===== config.mk =====
export PLATFORM = sky130hd
export DESIGN_NAME = mem_line_arbiter
export DESIGN_NICKNAME = d
export VERILOG_FILES = /design/src/rtl/mem_line_arbiter.sv
export SDC_FILE = /design/constraint.sdc
export NUM_CORES = 1
export LEC_CHECK = 0
export BUFFER_PORTS_ARGS = -buffer_cell sky130_fd_sc_hd__buf_2
export CELL_PAD_IN_SITES_DETAIL_PLACEMENT = 1
export CELL_PAD_IN_SITES_GLOBAL_PLACEMENT = 2
export CORE_AREA = 2 2 542 544
export DETAILED_ROUTE_END_ITERATION = 16
export DIE_AREA = 0 0 544 546
export PLACE_DENSITY = 0.4
export SYNTH_ARGS = -nofsm -noshare
export SYNTH_HDL_FRONTEND = slang
export SYNTH_SLANG_ARGS = --single-unit

===== constraint.sdc =====
create_clock -name clk -period 3.9 [get_ports clk]
set_input_delay 0.39 -clock clk [delete_from_list [all_inputs] [get_ports clk]]
set_output_delay 0.39 -clock clk [all_outputs]
set_load 0.05 [all_outputs]

===== src/rtl/mem_line_arbiter.sv =====
// Shares one cache-line memory port between the I-cache and D-cache with round-robin grant.
// Latency: mem_read/mem_write rise one cycle after the request is sampled; resp is same-cycle with mem_resp.
// Backpressure: requesters hold their request until resp; requests are not sampled during SERVE or GAP.
module mem_line_arbiter #(
    parameter int LINE_W      = 256,
    parameter int ADDR_W      = 32,
    parameter int GAP_CYCLES  = 1,
    parameter int WDOG_CYCLES = 1023
) (
    input  logic              clk,
    input  logic              rst,
    input  logic [ADDR_W-1:0] i_addr,
    input  logic              i_read,
    output logic              i_resp,
    output logic [LINE_W-1:0] i_rdata,
    input  logic [ADDR_W-1:0] d_addr,
    input  logic [LINE_W-1:0] d_wdata,
    input  logic              d_read,
    input  logic              d_write,
    output logic              d_resp,
    output logic [LINE_W-1:0] d_rdata,
    output logic [ADDR_W-1:0] mem_addr,
    output logic [LINE_W-1:0] mem_wdata,
    output logic              mem_read,
    output logic              mem_write,
    input  logic              mem_resp,
    input  logic [LINE_W-1:0] mem_rdata,
    output logic              err_timeout
);

    localparam int GAP_W  = (GAP_CYCLES < 2) ? 1 : $clog2(GAP_CYCLES + 1);
    localparam int WDOG_W = (WDOG_CYCLES < 2) ? 1 : $clog2(WDOG_CYCLES + 1);

    localparam logic OWN_I = 1'b0;
    localparam logic OWN_D = 1'b1;

    typedef enum logic [1:0] {
        ST_IDLE,
        ST_SERVE,
        ST_GAP
    } state_t;

    state_t              state_q, state_d;
    logic                owner_q, owner_d;
    logic                last_grant_q, last_grant_d;
    logic                mem_read_q, mem_read_d;
    logic                mem_write_q, mem_write_d;
    logic                err_q, err_d;
    logic [ADDR_W-1:0]   addr_q, addr_d;
    logic [LINE_W-1:0]   wdata_q, wdata_d;
    logic [GAP_W-1:0]    gap_cnt_q, gap_cnt_d;
    logic [WDOG_W-1:0]   wdog_cnt_q, wdog_cnt_d;

    logic d_req;
    logic pick_d;

    // On a tie the requester that did not win last time takes the port.
    assign d_req  = d_read | d_write;
    assign pick_d = d_req & (~i_read | (last_grant_q == OWN_I));

    always_comb begin
        state_d      = state_q;
        owner_d      = owner_q;
        last_grant_d = last_grant_q;
        mem_read_d   = mem_read_q;
        mem_write_d  = mem_write_q;
        err_d        = err_q;
        addr_d       = addr_q;
        wdata_d      = wdata_q;
        gap_cnt_d    = gap_cnt_q;
        wdog_cnt_d   = wdog_cnt_q;
        i_resp       = 1'b0;
        d_resp       = 1'b0;

        case (state_q)
            ST_IDLE: begin
                if (i_read || d_req) begin
                    owner_d      = pick_d;
                    last_grant_d = pick_d;
                    addr_d       = pick_d ? d_addr : i_addr;
                    wdata_d      = pick_d ? d_wdata : '0;
                    mem_write_d  = pick_d & d_write;
                    mem_read_d   = ~(pick_d & d_write);
                    wdog_cnt_d   = '0;
                    state_d      = ST_SERVE;
                end
            end
            ST_SERVE: begin
                if (mem_resp) begin
                    i_resp      = (owner_q == OWN_I);
                    d_resp      = (owner_q == OWN_D);
                    mem_read_d  = 1'b0;
                    mem_write_d = 1'b0;
                    gap_cnt_d   = GAP_W'(GAP_CYCLES);
                    state_d     = ST_GAP;
                end else if ((WDOG_CYCLES != 0) && !err_q) begin
                    // Counter stops once the flag is set, so it never wraps.
                    wdog_cnt_d = wdog_cnt_q + 1'b1;
                    if (wdog_cnt_q == WDOG_W'(WDOG_CYCLES - 1)) begin
                        err_d = 1'b1;
                    end
                end
            end
            ST_GAP: begin
                if (gap_cnt_q == GAP_W'(1)) begin
                    state_d = ST_IDLE;
                end else begin
                    gap_cnt_d = gap_cnt_q - 1'b1;
                end
            end
            default: begin
                state_d = ST_IDLE;
            end
        endcase
    end

    always_comb begin
        i_rdata = '0;
        d_rdata = '0;
        if (state_q == ST_SERVE) begin
            if (owner_q == OWN_D) begin
                d_rdata = mem_rdata;
            end else begin
                i_rdata = mem_rdata;
            end
        end
    end

    always_ff @(posedge clk) begin
        if (rst) begin
            state_q      <= ST_IDLE;
            owner_q      <= OWN_I;
            last_grant_q <= OWN_I;
            mem_read_q   <= 1'b0;
            mem_write_q  <= 1'b0;
            err_q        <= 1'b0;
            addr_q       <= '0;
            wdata_q      <= '0;
            gap_cnt_q    <= '0;
            wdog_cnt_q   <= '0;
        end else begin
            state_q      <= state_d;
            owner_q      <= owner_d;
            last_grant_q <= last_grant_d;
            mem_read_q   <= mem_read_d;
            mem_write_q  <= mem_write_d;
            err_q        <= err_d;
            addr_q       <= addr_d;
            wdata_q      <= wdata_d;
            gap_cnt_q    <= gap_cnt_d;
            wdog_cnt_q   <= wdog_cnt_d;
        end
    end

    assign mem_addr    = addr_q;
    assign mem_wdata   = wdata_q;
    assign mem_read    = mem_read_q;
    assign mem_write   = mem_write_q;
    assign err_timeout = err_q;

endmodule


==> impl_results.md, run 1 <==
- Accumulated negative setup slack: 0 ps
- Final Cycle Share: 87.3%
- # setup viols final: 0
- Synthesized instance count: 1,421
- Postcts setup bufs: 0
- Buffer type at the clock tree root: clkbuf_16
- Flip-flop cell with the highest count after synthesis: dfxtp_1
- Synthesis-to-finish area growth: 123%
- Areal power density over the cells: 444 nW/um2
- Syn. warnings: 0
- Worst path required time: 3510 ps
- Setup crit end kind: output pin
- Routed wire per std cell: 23.4 um
- P_leak: 14.1 nW
- Number of buffers created by CTS: 45
- Number of slew-limit violations in the final report: 0
- Overall routed net length: 165 mm
- Area of the core: 292,000 um2
- Number of failing hold endpoints at the final stage: 0
- Number of port buffers: 1,386
- Critical path, cell by cell: nand2b_1, nor2_4, buf_12, buf_12, and2_1, buf_2
- CP Max Fanout: 111
- Starting density of the core: 4.57%
- Buffering stage count on the worst path with inverters included: 3
- Sequential share of the synthesized area: 45.7%
- Detail Route Antenna Nets: 0
- Last weighted congestion value of the routability-driven placer: 0.827
- Placement Rows: 199
- Final critical-path required period: 3410 ps
- FF+latch count, synth: 305
- Most frequent cell on the critical path: buf_12
- Number of search-and-repair iterations in the first detailed-routing pass: 5
- # DRC: 0
- Fraction of layout instances using a drive strength above 1: 48.5%
- Die area: 297,000 um2
- CTS tree: yes
- Setup Skew: 40.4 ps
- Top-Level Pins: 1,387
- Worst hold margin: 79.4 ps
- Number of clock sinks: 305
- Number of violations of the max-capacitance limit: 0
- Number of different library cells in the post-synthesis netlist: 36
- First-pass GRT wire length: 206 mm
- Slew at the pin closest to its max-slew limit: 1230 ps
- Post-Synthesis Net Count: 2,005
- Cell with the biggest individual delay on the critical path: dfxtp_1
- Clock-pin slew of the registers on the worst-case setup and hold paths: 60 ps
- HP Class: input port to flip-flop
- Post-synth ARST share: 0%
- Initial antenna violation count: 138
- Drt first-iter violations: 817
- Global routing usage summed across all routing layers: 10.6%
- Maximum number of pins on one net before global-route repair: 117
- Highest achievable clock rate: 0.294 GHz
- Syn_area_per_cell: 9.40 um2
- Result of the run: complete, no violations
- Setup repair after global routing missed its margin: false
- Number of synthesized flops with an enable pin: 0
- Number of H-tree levels: 2
- HPWL Detailed: 143 mm
- Die Y: 546 um
- Kind of start point of the critical path: flip-flop
- VDD IR max: 0.000321 V
- Cell types with the largest area share after synthesis: dfxtp_1 46%, and2_1 24%, a22o_1 17%
- # nets final: 3,649
- Synth top area share: 45.7%
- Average via count per standard cell: 2.65
- Arrival time at the worst endpoint: 3020 ps
- Via count of the first global-routing pass: 19.8k
- Top Family by Delay on Critical Path: buffers and inverters
- Horizontal die dimension: 544 um
- Count of vias placed by the detailed router: 18.7k
- Worst setup path class: flip-flop to output pin
- Later-pin clock latency in the skew report: 660 ps
- Relative slew margins: 17.5%
- Cell type contributing the most total cell area after synthesis: dfxtp_1
- Post-synth design cell area: 13,400 um2
- Maximum count of clock buffers along a single path: 3
- Maximum single-stage delay on the critical path: 480 ps
- Most common library cell in the layout ignoring fill and taps: buf_2
- Highest-count cells in the layout ignoring fill and taps: 1,386 x buf_2, 514 x and2_1, 314 x dlygate4sd3_1, 305 x dfxtp_1, 257 x a22o_1
- GRT overflow: 0
==> stage by stage <==
stage	std cells	cell area, um2	setup slack, ps	power, mW	utilization, %
4_1_cts	7017	29700	433	13.6	10.2
5_1_grt	7030	29800	284	13.9	10.2
3_5_place_dp	6623	25000	1230	8.66	8.57
6_report	7043	29800	494	13.2	10.2
2_1_floorplan	1421	13400	1800	6.78	-
3_3_place_gp	6623	25000	1270	8.68	8.57
==> worst paths after layout <==
check / from / end / slack [ps] / depth (start not counted)
max: state_q[0]$_SDFFE_PP0P_ / i_rdata[8] / 490 / 6
min: d_wdata[127] / mem_wdata[127]$_SDFFE_PP0P_ / 80 / 2
max reg2reg: state_q[1]$_SDFFE_PP0P_ / mem_addr[12]$_SDFFE_PP0P_ / 1040 / 4
min reg2reg: mem_wdata[201]$_SDFFE_PP0P_ / mem_wdata[201]$_SDFFE_PP0P_ / 470 / 1
==> sequential cells by signal (all words and copies together) (netlist names) <==
name	count
err_timeout	1
gap_cnt_q	1
last_grant_q	1
mem_addr	32
mem_read	1
mem_wdata	256
mem_write	1
state_q	2
wdog_cnt_q	10
==> routing by layer <==
metal	vias to the layer above	track usage, %	share of wire [%]
met5	-	0	0.026
met4	6	4.54	5.0
met3	289	3.81	10
met2	1213	19.2	50
met1	8935	10.7	35
li1	8239	-	-
==> Yosys cell counts, types with 3 or more instances <==
master,n
nand3_1,5
dfxtp_1,305
clkbuf_1,79
or4_1,3
or3_1,5
a21o_1,4
nand2_1,68
nor2_1,5
mux2i_1,3
o211ai_1,6
a21oi_1,43
inv_1,7
and2_1,514
buf_2,54
a311oi_1,32
a22o_1,257
o21ai_0,4
==> area by class of cell <==
class / instances / area [um2]
tap: 3919 / 4900
multi-input combinational: 973 / 6720
fill: 35000 / 262000
clock buffer: 63 / 1290
antenna: 26 / 65.1
clock inverter: 17 / 249
sequential: 305 / 6110
timing repair buffer: 1733 / 10400
inverter: 7 / 26.3
==> what timing repair did <==
| item | CTS | global route |
|---|---|---|
| gates resized for setup | 0 | 0 |
| hold endpoints to repair | 282 | 0 |
| hold buffers | 314 | 0 |
==> where the power goes <==
group,internal (mW),switching [mW]
Combinational,1.35,3.84
Sequential,3.44,0.199
Clock,2.59,1.80
==> worst register-to-register path: stages, from the launching register on <==
cell           delay (ps)
dfxtp_1               400
or2_1                 460
nor2_4               1020
a311oi_1              240
dlygate4sd3_1         650
==> cells by family (layout without fill, tap and decap cells) <==
logic type,after synthesis,after routing,share of synthesized area (%)
muxes,3,3,0.225
DFF,305,305,45.7
and+or+nand+nor,615,615,27.6
buffers and inverters,143,1820,4.58
AOI/OAI and AO/OA,353,353,21.7
other,0,26,0
adders and majority gates,2,2,0.187
No activity file was read; power rests on OpenSTA's default activity.
==> inputs of run 2 (changes only) <==
--- a/config.mk
+++ b/config.mk
@@ -12,6 +12,7 @@
 export DETAILED_ROUTE_END_ITERATION = 16
 export DIE_AREA = 0 0 544 546
 export PLACE_DENSITY = 0.4
+export REMOVE_ABC_BUFFERS = 1
 export SYNTH_ARGS = -nofsm -noshare
 export SYNTH_HDL_FRONTEND = slang
 export SYNTH_SLANG_ARGS = --single-unit
==> constraint.sdc (replaced) <==
create_clock -name clk -period 3.9 [get_ports clk]
set_input_delay 0.39 -clock clk [delete_from_list [all_inputs] [get_ports clk]]
set_output_delay 0.39 -clock clk [all_outputs]
set_load 0.005 [all_outputs]
==> impl_results.md, run 2 (synthesized netlist as in run 1, its figures left out) <==
- Result of the run: complete, no violations
- HP Class: input port to flip-flop
- Instance area at placement: 25,000 um2 (-0.28%)
- Die Y: 546 um (unchanged)
- Int Pwr: 7.09 mW (-4.0%)
- Number of violations of the max-capacitance limit: 0 (unchanged)
- Buffer type at the clock tree root: clkbuf_16
- Drt first-iter violations: 1,062 (+30%)
- Clock-pin slew of the registers on the worst-case setup and hold paths: 60 ps (about the same)
- Number of failing hold endpoints at the final stage: 0 (unchanged)
- Launching element of the worst setup path: state_q[0]$_SDFFE_PP0P_
- Last weighted congestion value of the routability-driven placer: 0.895 (+8.3%)
- Combinational fraction of design power: 31.3% (-8.0 points)
- # DRC: 0 (unchanged)
- Maximum number of pins on one net before global-route repair: 133 (+14%)
- CP Max Fanout: 72 (-35%)
- Number of clock sinks: 305 (unchanged)
- Arrival time at the worst endpoint: 2740 ps (-280 ps)
- Sw frac: 37.7% (-6.5 points)
- # nets final: 3,603 (-1.3%)
- Number of buffers created by CTS: 42 (-6.7%)
- Share of total power in sequential cells: 32.1% (+4.6 points)
- Instance count on the critical path: 6 (unchanged)
- Later-pin clock latency in the skew report: 640 ps (-20 ps)
- Area of the core: 292,000 um2 (unchanged)
- Worst path required time: 3510 ps (about the same)
- Setup Skew: 49.0 ps (+8.56 ps)
- Proportion of power drawn by the clock network: 36.6% (+3.4 points)
- Synthesis-to-finish area growth: 123%
- Number of port buffers: 1,386 (unchanged)
- Worst hold margin: 47.7 ps (-31.7 ps)
- Routed wire per std cell: 36.1 um (+54%)
- Die area: 297,000 um2 (unchanged)
- Number of H-tree levels: 2 (unchanged)
- Average via count per standard cell: 2.72 (+2.4%)
- Number of flip-flops under the largest register name: 256 (unchanged)
- Maximum single-stage delay on the critical path: 470 ps (about the same)
- CTS tree: yes
- P_leak: 13.8 nW (-1.9%)
- Starting density of the core: 4.57% (unchanged)
- Switching power: 4.28 mW (-27%)
- Number of inserted filler cells in the final layout: 34.9k (-0.35%)
- Kind of start point of the critical path: flip-flop
- Fraction of layout instances using a drive strength above 1: 48.7% (+0.29 points)
- Number of slew-limit violations in the final report: 0 (unchanged)
- Final critical-path required period: 3130 ps (-278 ps)
- Slew at the pin closest to its max-slew limit: 1050 ps (-185 ps)
- Detail Route Antenna Nets: 0 (unchanged)
- Worst flop-to-flop path endpoint: mem_addr[5]$_SDFFE_PP0P_
- Top Family by Delay on Critical Path: buffers and inverters
- Worst setup path endpoint: d_rdata[128]
- Final Cycle Share: 80.2% (-7.1 points)
- Post-route cell area: 29,700 um2 (-0.21%)
- Top-Level Pins: 1,387 (unchanged)
- Maximum count of clock buffers along a single path: 3 (unchanged)
- Most common library cell in the layout ignoring fill and taps: buf_2
- Highest-count cells in the layout ignoring fill and taps: 1,386 x buf_2, 514 x and2_1, 305 x dfxtp_1, 278 x dlygate4sd3_1, 257 x a22o_1
- VDD IR max: 0.000300 V (-6.4%)
- Cell with the biggest individual delay on the critical path: dfxtp_1
- Placement Rows: 199 (unchanged)
- Setup repair after global routing missed its margin: false
- Source of the worst register-to-register timing path: state_q[1]$_SDFFE_PP0P_
- Global routing usage summed across all routing layers: 16.7% (+6.2 points)
- First-pass GRT wire length: 301 mm (+46%)
- Highest achievable clock rate: 0.320 GHz (+8.9%)
- HPWL Detailed: 237 mm (+66%)
- Buffering stage count on the worst path with inverters included: 3 (unchanged)
- PostCTS Resize Cnt: 0 (unchanged)
- Areal power density over the cells: 382 nW/um2 (-14%)
- Count of cells along the worst register-to-register path: 4 (unchanged)
- Via count of the first global-routing pass: 19.3k (-2.5%)
- Overall routed net length: 260 mm (+58%)
- Critical path, cell by cell: nand2b_1, nor2_4, buf_12, buf_4, and2_1, buf_2
- Horizontal die dimension: 544 um (unchanged)
- Setup slack of the most critical reg-to-reg path: 1200 ps (+160 ps)
- Number of search-and-repair iterations in the first detailed-routing pass: 5 (unchanged)
- Count of vias placed by the detailed router: 19.5k (+4.5%)
- # setup viols final: 0 (unchanged)
- Setup crit end kind: output pin
- Initial antenna violation count: 302 (+120%)
- Relative slew margins: 29.8% (+12 points)
- Worst setup path class: flip-flop to output pin
- GRT overflow: 0 (unchanged)
-- run 2: cell count changes in the layout (fill, tap and decap cells not counted), sizes merged, moves of 2 or more --
| cell | previous run | this run |
|---|---|---|
| diode | 26 | 224 |
| dlygate4sd3 | 314 | 278 |
| buf | 1419 | 1412 |
| clkbuf | 63 | 60 |
| clkinv | 6 | 8 |
-- run 2: metrics by stage --
stage | setup WS, ps | instances | TNS (ps) | util, % | power (mW)
after global routing | 639 | 7040 | 0 | 10.0 | 12.0
after CTS | 723 | 6970 | 0 | 9.99 | 11.7
after global placement | 1280 | 6616 | 0 | 8.55 | 7.10
after detailed placement | 1250 | 6616 | 0 | 8.55 | 7.10
final | 772 | 7194 | 0 | 10.2 | 11.4
after floorplan | -5320 | 1285 | -2617360 | - | 4.60
-- run 2: what timing repair did --
| item | in CTS | in global routing |
|---|---|---|
| endpoints found under the hold margin | 256 | 0 |
| hold buffers | 278 | 0 |
| buffers inserted | 0 | 0 |
-- run 2: worst min-delay path by stage --
stage / cells past startpoint / slack [ps] / endpoint / start
after global routing: 2 / 10 / mem_wdata[244]$_SDFFE_PP0P_ / d_wdata[244]
final: 2 / 50 / mem_wdata[3]$_SDFFE_PP0P_ / d_wdata[3]
after detailed placement: 1 / 450 / mem_wdata[175]$_SDFFE_PP0P_ / mem_wdata[175]$_SDFFE_PP0P_
after CTS: 2 / 0.4 / mem_wdata[242]$_SDFFE_PP0P_ / d_wdata[242]
after global placement: 1 / 450 / mem_wdata[163]$_SDFFE_PP0P_ / mem_wdata[163]$_SDFFE_PP0P_
after floorplan: 2 / 450 / wdog_cnt_q[5]$_SDFFE_PP0P_ / wdog_cnt_q[5]$_SDFFE_PP0P_
-- run 2: power groups by stage --
| stage | registers [mW] | logic (mW) | clock network, mW |
|---|---|---|---|
| 2_1_floorplan | 3.68 | 0.921 | 0 |
| 6_report | 3.64 | 3.56 | 4.16 |
| 3_5_place_dp | 3.71 | 3.39 | 0 |
| 5_1_grt | 3.68 | 3.84 | 4.45 |
| 4_1_cts | 3.65 | 3.70 | 4.38 |
| 3_3_place_gp | 3.70 | 3.39 | 0 |
-- run 2: metal layers --
metal	GRT usage (%)	part of all wire, %
met1	15.3	32
met2	25.3	42
met3	17.0	22
met4	4.82	3.4
met5	0	0.50
-- run 2: cell type report --
type / count / area [um2] / area share, %
Multi-Input combinational cell: 973 / 6690 / 22.5
Clock buffer: 60 / 1190 / 4.00
Timing Repair Buffer: 1690 / 10000 / 33.7
Inverter: 7 / 26.3 / 0.0884
Sequential cell: 305 / 6110 / 20.5
Clock inverter: 16 / 224 / 0.753
Antenna cell: 224 / 561 / 1.89
Tap cell: 3919 / 4900 / 16.5
==> inputs of run 3 (changes only) <==
--- a/config.mk
+++ b/config.mk
@@ -5,13 +5,14 @@
 export SDC_FILE = /design/constraint.sdc
 export NUM_CORES = 1
 export LEC_CHECK = 0
+export ABC_AREA = 1
 export BUFFER_PORTS_ARGS = -buffer_cell sky130_fd_sc_hd__buf_2
 export CELL_PAD_IN_SITES_DETAIL_PLACEMENT = 1
 export CELL_PAD_IN_SITES_GLOBAL_PLACEMENT = 2
-export CORE_AREA = 2 2 542 544
+export CORE_AREA = 2 2 546 548
 export DETAILED_ROUTE_END_ITERATION = 16
-export DIE_AREA = 0 0 544 546
-export PLACE_DENSITY = 0.4
+export DIE_AREA = 0 0 548 550
+export PLACE_DENSITY = 0.43
 export REMOVE_ABC_BUFFERS = 1
 export SYNTH_ARGS = -nofsm -noshare
 export SYNTH_HDL_FRONTEND = slang
==> constraint.sdc (replaced) <==
create_clock -name clk -period 2.8 [get_ports clk]
set_input_delay 0.28 -clock clk [delete_from_list [all_inputs] [get_ports clk]]
set_output_delay 0.28 -clock clk [all_outputs]
set_load 0.005 [all_outputs]
==> impl_results.md, run 3 <==
- Worst flop-to-flop path endpoint: mem_addr[8]$_SDFFE_PP0P_
- Syn. warnings: 0 (unchanged)
- Fraction of the mapped netlist area in compound gates: 3.97% (-18 points)
- Syn_area_per_cell: 6.28 um2 (-33%)
- # setup viols final: 0 (unchanged)
- Routed wire per std cell: 29.7 um (-18%)
- Portion of netlist area occupied by mux cells: 0% (-0.22 points)
- Synth top area share: 42.9% (-2.8 points)
- CTS tree: yes
- Worst Hold Path Cells: 3 (+1)
- Areal power density over the cells: 520 nW/um2 (+36%)
- Count of cells along the worst register-to-register path: 7 (+3)
- Number of port buffers: 1,386 (unchanged)
- Accumulated negative setup slack: 0 ps (unchanged)
- Average via count per standard cell: 2.79 (+2.8%)
- Multi-input gate area: 6200 um2 (-7.4%)
- First-pass GRT wire length: 287 mm (-4.7%)
- Top-Level Pins: 1,387 (unchanged)
- Worst setup path class: flip-flop to output pin
- Number of inserted filler cells in the final layout: 36.1k (+3.4%)
- Clock-pin slew of the registers on the worst-case setup and hold paths: 60 ps (about the same)
- Arrival time at the worst endpoint: 2340 ps (-400 ps)
- Number of synthesized flops with an enable pin: 0 (unchanged)
- Count of vias placed by the detailed router: 22.5k (+15%)
- Number of search-and-repair iterations in the first detailed-routing pass: 5 (unchanged)
- Worst hold margin: 66.0 ps (+18.3 ps)
- Synthesized instance count: 2,268 (+60%)
- VDD IR max: 0.000427 V (+42%)
- Die Y: 550 um (+0.73%)
- Later-pin clock latency in the skew report: 660 ps (+20 ps)
- HPWL Detailed: 215 mm (-9.3%)
- Source of the worst register-to-register timing path: last_grant_q$_SDFFE_PP0P_
- Area of the core: 296,000 um2 (+1.2%)
- Worst Hold Endpoint: mem_addr[31]$_SDFFE_PP0P_
- Post-synth ARST share: 0% (unchanged)
- Maximum count of clock buffers along a single path: 3 (unchanged)
- Setup Skew: 61.2 ps (+12.2 ps)
- Setup crit end kind: output pin
- Combined flip-flop and latch cell area: 6110 um2 (unchanged)
- Synthesis-to-finish area growth: 118%
- Top cell types by occurrence after synthesis: 577 x nand2_1, 532 x nor2_1, 306 x inv_1, 305 x dfxtp_1, 265 x nand3_1
- Highest-count cells in the layout ignoring fill and taps: 1,386 x buf_2, 574 x nand2_1, 529 x nor2_1, 306 x inv_1, 305 x dfxtp_1
- Cell type contributing the most total cell area after synthesis: dfxtp_1
- Launching element of the worst setup path: state_q[0]$_SDFFE_PP0P_
- Sequential share of the synthesized area: 42.9% (-2.8 points)
- Maximum number of pins on one net before global-route repair: 117 (-12%)
- HP Class: input port to flip-flop
- Setup slack of the most critical reg-to-reg path: 420 ps (-780 ps)
- Cell with the most instances after synthesis: nand2_1
- P_leak: 16.5 nW (+20%)
- Starting density of the core: 4.82% (+0.24 points)
- Via count of the first global-routing pass: 22.6k (+17%)
- CP Max Fanout: 99 (+38%)
- Setup repair after global routing missed its margin: false
- Initial antenna violation count: 179 (-41%)
- Final critical-path required period: 2620 ps
- Adder-Cell Fraction of Synth Area: 0.176% (-0.012 points)
- Fraction of layout instances using a drive strength above 1: 38.8% (-9.9 points)
- FF+latch count, synth: 305 (unchanged)
- HP Start: d_addr[31]
- Relative slew margins: 40.9% (+11 points)
- Detail Route Antenna Nets: 0 (unchanged)
- Final Cycle Share: 93.5%
- Number of buffers created by CTS: 45 (+7.1%)
- Number of H-tree levels: 2 (unchanged)
- Drt first-iter violations: 990 (-6.8%)
- # DRC: 0 (unchanged)
- Number of slew-limit violations in the final report: 0 (unchanged)
- Parity-gate share of the synthesized area counting xor and xnor cells: 0% (unchanged)
- Number of flip-flops under the largest register name: 256 (unchanged)
- Post-synth design cell area: 14,200 um2 (+6.6%)
- Buffer type at the clock tree root: clkbuf_16
- Slew at the pin closest to its max-slew limit: 885 ps (-165 ps)
- Number of failing hold endpoints at the final stage: 0 (unchanged)
- Horizontal die dimension: 548 um (+0.74%)
- Combinational family with the most area after synthesis: simple AND/OR/NAND/NOR gates
- Post-synthesis share of cell area spent on and, or, nand and nor gates: 39.0% (+11 points)
- Cell types with the largest area share after synthesis: dfxtp_1 43%, nand2_1 15%, nor2_1 14%
- Highest achievable clock rate: 0.382 GHz
- Placement Rows: 200 (+0.50%)
- Overall routed net length: 239 mm (-8.0%)
- Number of different library cells in the post-synthesis netlist: 23 (-36%)
- # nets final: 4,477 (+24%)
- Worst path required time: 2520 ps (-990 ps)
- Flip-flop cell with the highest count after synthesis: dfxtp_1
- Result of the run: complete, no violations
- Kind of start point of the critical path: flip-flop
- Most common library cell in the layout ignoring fill and taps: buf_2
- Global routing usage summed across all routing layers: 15.2% (-1.6 points)
- Die area: 301,000 um2 (+1.5%)
- Number of violations of the max-capacitance limit: 0 (unchanged)
- GRT overflow: 0 (unchanged)
- Number of clock sinks: 305 (unchanged)
- Last weighted congestion value of the routability-driven placer: 0.935 (+4.4%)
[run 3: kinds of logic (layout without fill, tap and decap cells)]
kind of cell / Yosys count / after routing
other: 0 / 176
DFF: 305 / 305
adders and majority gates: 2 / 2
AOI/OAI and AO/OA: 112 / 112
buffers and inverters: 468 / 2128
and+or+nand+nor: 1381 / 1381
[run 3: worst max-delay path by stage]
stage	slack, ps	cells after the start	to
2_1_floorplan	-2140	4	d_rdata[0]
3_3_place_gp	570	6	d_rdata[249]
3_5_place_dp	540	6	d_rdata[249]
4_1_cts	10	6	d_rdata[249]
5_1_grt	50	5	i_rdata[55]
6_report	180	7	d_rdata[135]
[run 3: timing repair]
action,in CTS,in global routing
endpoints found under the setup margin,178,91
setup buffers,0,3
endpoints found under the hold margin,282,0
pin swaps,0,2
cloned,0,1
hold buffers,301,0
resized for setup,6,1
[run 3: cell type report]
cell class                 instances  share of cell area, %
timing repair buffer            1738                   34.1
multi-input combinational       1495                   20.0
sequential                       305                   19.7
tap                             3939                   15.9
clock buffer                      66                   4.33
inverter                         308                   3.75
antenna                          176                   1.42
clock inverter                    16                  0.827
[run 3: routing by layer]
| layer | vias up | routed length (um) | track usage (%) |
|---|---|---|---|
| met2 | 1276 | 102000 | 23.4 |
| met5 | - | 671 | 0 |
| met4 | 100 | 10100 | 5.59 |
| li1 | 10300 | - | - |
| met3 | 370 | 39700 | 12.1 |
| met1 | 10400 | 86000 | 15.2 |
[run 3: metrics by stage]
step           area (um2)  power, mW  std cells  utilization [%]  setup slack (ps)
2_1_floorplan       13400       6.43       2108                -             -2140
3_3_place_gp        25900       9.62       7480             8.76               571
3_5_place_dp        25900       9.64       7480             8.76               542
4_1_cts             30500       16.7       7863             10.3              13.5
5_1_grt             30700       17.1       7927             10.4              54.5
6_report            31000       16.1       8043             10.5               183
[run 3: power by group]
| part | leakage, nW | total (mW) | internal (mW) | switching (mW) |
|---|---|---|---|---|
| sequential | 2.50 | 4.97 | 4.75 | 0.217 |
| clock | 0.778 | 6.33 | 3.73 | 2.60 |
| combinational | 13.3 | 4.85 | 1.65 | 3.20 |
| total | 16.5 | 16.1 | 10.1 | 6.01 |
[run 3: worst max-delay path, cell delays in order (launching register included)]
cell and delay (ps):
dfxtp_1 320, inv_1 90, nor2_4 140, buf_12 120
nand2_8 130, buf_12 260, nor2_1 230, buf_2 220
